==> src/rtl/upc_pkg.sv <==
// Shared definitions for the micro-program sequencer: op encoding and op width.
package upc_pkg;
  localparam int UPC_OP_W = 3;

  // Codes 6 and 7 are reserved and execute as HOLD.
  typedef enum logic [UPC_OP_W-1:0] {
    INCR = 3'd0,
    LOAD = 3'd1,
    HOLD = 3'd2,
    BR_C = 3'd3,
    CALL = 3'd4,
    RET  = 3'd5
  } upc_op_e;
endpackage

==> src/rtl/upc_seq_if.sv <==
// Control-ROM side bundle of the sequencer: op/cond/target in, upc and stack status out.
interface upc_seq_if
  import upc_pkg::*;
#(
  parameter int AW    = 5,
  parameter int DEPTH = 4,
  parameter int CW    = $clog2(DEPTH + 1)
) ();
  upc_op_e         op;
  logic            cond;
  logic [AW-1:0]   target;
  logic [AW-1:0]   upc;
  logic [CW-1:0]   sp;
  logic            stack_full;
  logic            stack_empty;
  logic            err;

  modport master (
    output op, cond, target,
    input  upc, sp, stack_full, stack_empty, err
  );

  modport slave (
    input  op, cond, target,
    output upc, sp, stack_full, stack_empty, err
  );
endinterface

==> src/rtl/upc_stack.sv <==
// LIFO return-address stack; push when full and pop when empty are ignored.
module upc_stack #(
  parameter int AW    = 5,
  parameter int DEPTH = 4,
  parameter int CW    = $clog2(DEPTH + 1)
) (
  input  logic          clk,
  input  logic          reset,
  input  logic          push,
  input  logic          pop,
  input  logic [AW-1:0] din,
  output logic [AW-1:0] dout,
  output logic [CW-1:0] sp,
  output logic          full,
  output logic          empty
);
  logic [CW-1:0] sp_reg;
  logic [CW-1:0] sp_next;
  logic          do_push;
  logic          do_pop;
  logic [AW-1:0] entry_q [DEPTH];

  assign full    = (sp_reg == CW'(DEPTH));
  assign empty   = (sp_reg == '0);
  assign do_push = push && !full;
  // Push wins if both are requested; the sequencer never asks for both.
  assign do_pop  = pop && !empty && !push;
  assign sp      = sp_reg;

  always_comb begin
    sp_next = sp_reg;
    if (do_push)
      sp_next = sp_reg + CW'(1);
    else if (do_pop)
      sp_next = sp_reg - CW'(1);
  end

  always_ff @(posedge clk or posedge reset) begin
    if (reset)
      sp_reg <= '0;
    else
      sp_reg <= sp_next;
  end

  for (genvar gi = 0; gi < DEPTH; gi++) begin : g_entry
    logic [AW-1:0] entry_reg;

    always_ff @(posedge clk or posedge reset) begin
      if (reset)
        entry_reg <= '0;
      else if (do_push && (sp_reg == CW'(gi)))
        entry_reg <= din;
    end

    assign entry_q[gi] = entry_reg;
  end

  always_comb begin
    dout = '0;
    for (int i = 0; i < DEPTH; i++) begin
      if (sp_reg == CW'(i + 1))
        dout = entry_q[i];
    end
  end
endmodule

==> src/rtl/upc_seq.sv <==
// Micro-program sequencer: micro-PC with load/increment/branch/call/return and sticky stack error.
module upc_seq
  import upc_pkg::*;
#(
  parameter int AW    = 5,
  parameter int DEPTH = 4,
  parameter int CW    = $clog2(DEPTH + 1)
) (
  input logic       clk,
  input logic       reset,
  upc_seq_if.slave  bus
);
  logic [AW-1:0] upc_reg;
  logic [AW-1:0] upc_next;
  logic [AW-1:0] upc_inc;
  logic [AW-1:0] stack_dout;
  logic [CW-1:0] stack_sp;
  logic          stack_full;
  logic          stack_empty;
  logic          push;
  logic          pop;
  logic          overflow;
  logic          underflow;
  logic          err_reg;
  logic          err_next;

  assign upc_inc = upc_reg + AW'(1);

  // Overflow and underflow both freeze upc and the stack; only err moves.
  always_comb begin
    upc_next  = upc_reg;
    push      = 1'b0;
    pop       = 1'b0;
    overflow  = 1'b0;
    underflow = 1'b0;
    case (bus.op)
      INCR: upc_next = upc_inc;
      LOAD: upc_next = bus.target;
      HOLD: upc_next = upc_reg;
      BR_C: upc_next = bus.cond ? bus.target : upc_inc;
      CALL: begin
        if (stack_full) begin
          overflow = 1'b1;
        end else begin
          push     = 1'b1;
          upc_next = bus.target;
        end
      end
      RET: begin
        if (stack_empty) begin
          underflow = 1'b1;
        end else begin
          pop      = 1'b1;
          upc_next = stack_dout;
        end
      end
      default: upc_next = upc_reg;
    endcase
  end

  assign err_next = err_reg | overflow | underflow;

  always_ff @(posedge clk or posedge reset) begin
    if (reset) begin
      upc_reg <= '0;
      err_reg <= 1'b0;
    end else begin
      upc_reg <= upc_next;
      err_reg <= err_next;
    end
  end

  upc_stack #(
    .AW    (AW),
    .DEPTH (DEPTH),
    .CW    (CW)
  ) u_stack (
    .clk   (clk),
    .reset (reset),
    .push  (push),
    .pop   (pop),
    .din   (upc_inc),
    .dout  (stack_dout),
    .sp    (stack_sp),
    .full  (stack_full),
    .empty (stack_empty)
  );

  assign bus.upc         = upc_reg;
  assign bus.sp          = stack_sp;
  assign bus.stack_full  = stack_full;
  assign bus.stack_empty = stack_empty;
  assign bus.err         = err_reg;
endmodule

==> src/flat_wrapper.sv <==
// flat-port wrapper written by rule: the top's interface ports become plain ports
module upc_seq_flat import upc_pkg::*;
#(
  parameter int AW    = 5,
  parameter int DEPTH = 4,
  parameter int CW    = $clog2(DEPTH + 1)
)
  (clk, reset, bus_op, bus_cond, bus_target, bus_upc, bus_sp, bus_stack_full, bus_stack_empty, bus_err);
  upc_seq_if #(.AW(AW), .DEPTH(DEPTH), .CW(CW)) bus_i ();
  input logic clk;
  input logic reset;
  input wire logic [$bits(bus_i.op)-1:0] bus_op;
  input wire logic [$bits(bus_i.cond)-1:0] bus_cond;
  input wire logic [$bits(bus_i.target)-1:0] bus_target;
  output wire logic [$bits(bus_i.upc)-1:0] bus_upc;
  output wire logic [$bits(bus_i.sp)-1:0] bus_sp;
  output wire logic [$bits(bus_i.stack_full)-1:0] bus_stack_full;
  output wire logic [$bits(bus_i.stack_empty)-1:0] bus_stack_empty;
  output wire logic [$bits(bus_i.err)-1:0] bus_err;
  assign bus_i.op = bus_op;
  assign bus_i.cond = bus_cond;
  assign bus_i.target = bus_target;
  assign bus_upc = bus_i.upc;
  assign bus_sp = bus_i.sp;
  assign bus_stack_full = bus_i.stack_full;
  assign bus_stack_empty = bus_i.stack_empty;
  assign bus_err = bus_i.err;
  upc_seq #(.AW(AW), .DEPTH(DEPTH), .CW(CW)) u_core (.clk(clk), .reset(reset), .bus(bus_i));
endmodule
==> config.mk <==
export PLATFORM = sky130hd
export DESIGN_NAME = upc_seq_flat
export DESIGN_NICKNAME = d
export VERILOG_FILES = /design/src/rtl/upc_pkg.sv /design/src/rtl/upc_seq_if.sv /design/src/rtl/upc_stack.sv /design/src/rtl/upc_seq.sv /design/src/flat_wrapper.sv
export SDC_FILE = /design/constraint.sdc
export NUM_CORES = 1
export LEC_CHECK = 0
export ABC_AREA = 1
export CORE_AREA = 2 2 70 85
export CTS_CLUSTER_SIZE = 12
export DETAILED_ROUTE_END_ITERATION = 12
export DIE_AREA = 0 0 72 87
export PLACE_DENSITY = 0.63
export SETUP_SLACK_MARGIN = 0.15
export SLEW_MARGIN = 5
export SYNTH_ARGS = -nofsm -noshare
export SYNTH_HDL_FRONTEND = slang
export SYNTH_SLANG_ARGS = --single-unit
export TNS_END_PERCENT = 20
==> constraint.sdc <==
create_clock -name clk -period 1.86 [get_ports clk]
set_clock_uncertainty 0.2 [all_clocks]
set_input_delay 0.279 -clock clk [delete_from_list [all_inputs] [get_ports clk]]
set_output_delay 0.279 -clock clk [all_outputs]
set_load 0.01 [all_outputs]
==> flow_summary.json <==
{
  "track_usage_pct": 15.1,
  "nFillCells": 574,
  "antenna_found_initial": 0,
  "diodes": 0,
  "hold_class": "primary input to asynchronous set/reset pin",
  "max_freq_mhz": 560,
  "p_int_mw": 2.07,
  "synth_common_cells": "nand2_1, inv_1, dfrtp_1, o21ai_0",
  "preCtsSetupSlack_ns": -0.113,
  "synthesis.nets": 259,
  "ir_drop_mv": 0.460,
  "largest_register_ffs": 20,
  "async_flop_share_pct": 100,
  "p_per_area_nw_per_um2": 1440,
  "die_w_microns": 72,
  "required_ns": 1.38,
  "synth_top_area_cell": "dfrtp_1",
  "drc_errors": 0,
  "htree_levels": 2,
  "holdWs_ns": 0.171,
  "initial_core_util_pct": 31.5,
  "drt_pass1_iterations": 4,
  "place_congestion": 0.787,
  "ys_warn_count": 0,
  "clk_path_buf_depth": 2,
  "crit_arrival_ns": 1.31,
  "p_seq_share_pct": 31.2,
  "die_h_microns": 87,
  "num_vias": 1641,
  "rsz0062_at_grt": "yes",
  "grt_first_pass_wirelength_microns": 7180,
  "crit_slowest_cell": "clkdlybuf4s50_1",
  "end_kind": "output pin",
  "overflow": 0,
  "worst_setup_path_start_kind": "flop",
  "cts_inserted_buffers": 5,
  "cts.sinks": 29,
  "critPathKind": "flop to output pin",
  "yosysMostFrequentCell": "nand2_1",
  "ys_seq_elements": 29,
  "area_growth_pct": 39.7,
  "ant_nets": 0,
  "avgSynthCellArea_sq_um": 7.21,
  "core-area_sq_um": 5520,
  "maxSlewHeadroom_pct": 70.0,
  "synth_edf_count": 0,
  "num_rows": 30,
  "setup_violations": 0,
  "ys.flop_type": "dfrtp_1",
  "synthTopCellsByArea": "dfrtp_1, nand2_1, inv_1",
  "p_clk_share_pct": 14.5,
  "instances_no_fill": 364,
  "hold_buffers": 0,
  "synth.yosys.seq_area_share_pct": 41.8,
  "p_sw_mw": 1.43,
  "syn_inst": 241,
  "period_share_pct": 96.0,
  "die-area_sq_um": 6260,
  "grt_pass1_vias": 1579,
  "insertion_delay_ns": 0.28,
  "status": "finished, final reports clean",
  "crit_chain": "clkdlybuf4s50_1",
  "viasPerCell": 4.51,
  "power_frac_comb_pct": 54.3,
  "drive_gt1_share_pct": 23.3,
  "drv_cap": 0,
  "drv_slew": 0,
  "tightest_slew_ns": 0.446,
  "syn_area_sq_um": 1740,
  "crit_family": "buffers and inverters",
  "path_max_fanout": 7,
  "wl_per_cell_microns": 12.2,
  "place_inst": 354,
  "period_needed_ns": 1.79,
  "cts-root-buf": "clkbuf_8",
  "drtIter0Drc": 129,
  "synth_top_area_share_pct": 41.8,
  "final_util_pct": 44.0,
  "hpwl_microns": 3320,
  "reg2reg_depth": 12,
  "crit_buf_inv": 1,
  "critical_path_depth": 1,
  "wirelength_microns": 4440,
  "grt_max_degree": 30,
  "swShare_pct": 40.9,
  "setup_ws_ns": 0.0735,
  "port_buffers": 21,
  "hold_violations": 0,
  "p_leak_nw": 1.25,
  "nets": 317,
  "cp_slowest_stage_delay_ns": 0.57,
  "yosysUniqueCellTypes": 23,
  "pin_count": 22,
  "cts_tree": "yes",
  "path_clk_slew_ns": 0.07
}
## power by group through the flow
stage                     clock [mW]  sequential [mW]  combinational (mW)
after detailed placement           0             1.11                1.75
after CTS                      0.526             1.09                1.84
after floorplan                    0             1.13               0.901
after global placement             0             1.10                1.72
final                          0.508             1.09                1.90
after global routing           0.563             1.12                2.12
## through the flow
stage	setup TNS (ns)	area [sq um]	power [mW]
2_1_floorplan	0	1740	2.03
3_3_place_gp	-1.32	2250	2.83
3_5_place_dp	-1.38	2250	2.85
4_1_cts	0	2380	3.45
5_1_grt	0	2430	3.81
6_report	0	2430	3.50
## cells by family (layout without fill, tap and decap cells)
logic type / after synthesis / in the layout / share of synthesized area (%)
simple gates: 128 / 128 / 32.3
buf+inv: 37 / 96 / 8.14
compound gates: 36 / 36 / 10.7
flops: 29 / 29 / 41.8
fa+ha+maj: 7 / 7 / 5.04
xor+xnor: 4 / 4 / 2.02
## layer usage
layer  routed length [microns]  global-route usage, %  part of all wire (%)  vias to the layer above
met5                         0                      0                     0                        -
met4                        51                   5.15                   1.1                        0
met3                        97                   3.24                   2.2                        4
met2                      2370                   28.3                    53                       24
met1                      1920                   16.7                    43                      737
li1                          -                      -                     -                      876
## layout by cell type (no fill, tap or decap), types with 3 or more instances in the layout
cell and n:
inv_2 7, inv_1 28, nand4_1 3, buf_4 29
nand2_2 4, clkbuf_8 5, nor2_2 3, dfrtp_1 26
ha_4 5, nor2_1 15, xor2_1 3, nand2_1 81
dfrtp_2 3, o21ai_0 21, a21oi_1 7, clkdlybuf4s50_1 15
o21ai_1 6, nand3_1 15
## tightest hold or removal path, delay by kind of cell
kind,cells,cell delay [ns]
buf+inv,3,0.79
## repair_timing
action                                  4_1_cts  5_1_grt
gates resized for setup                      22       11
hold endpoints to repair                      0        0
setup buffers                                 2        0
endpoints found under the setup margin       22       21
cloned                                        0        0
pin swaps                                     1        2
## final cells by class
cell class	instances	area (sq um)	share of cell area, %
Inverter	36	138	5.67
Multi-Input combinational cell	175	948	39.1
Timing Repair Buffer	52	447	18.4
Clock inverter	3	17.5	0.721
Tap cell	64	80.1	3.30
Clock buffer	5	68.8	2.83
Sequential cell	29	729	30.0
## final timing paths
path	from	to	slack, ns
worst max-delay path	u_core.bus.upc[2]	bus_upc[2]	0.07
worst min-delay path	reset	u_core.u_stack.g_entry[1].entry_reg[1]	0.17
worst max register to register	u_core.u_stack.sp[0]	u_core.bus.upc[0]	0.14
worst min register to register	u_core.bus.err	u_core.bus.err	0.28
max in group asynchronous	reset	u_core.u_stack.sp[0]	0.99
min in group clk	u_core.bus.err	u_core.bus.err	0.28
Power figures use the tool's default switching activity.
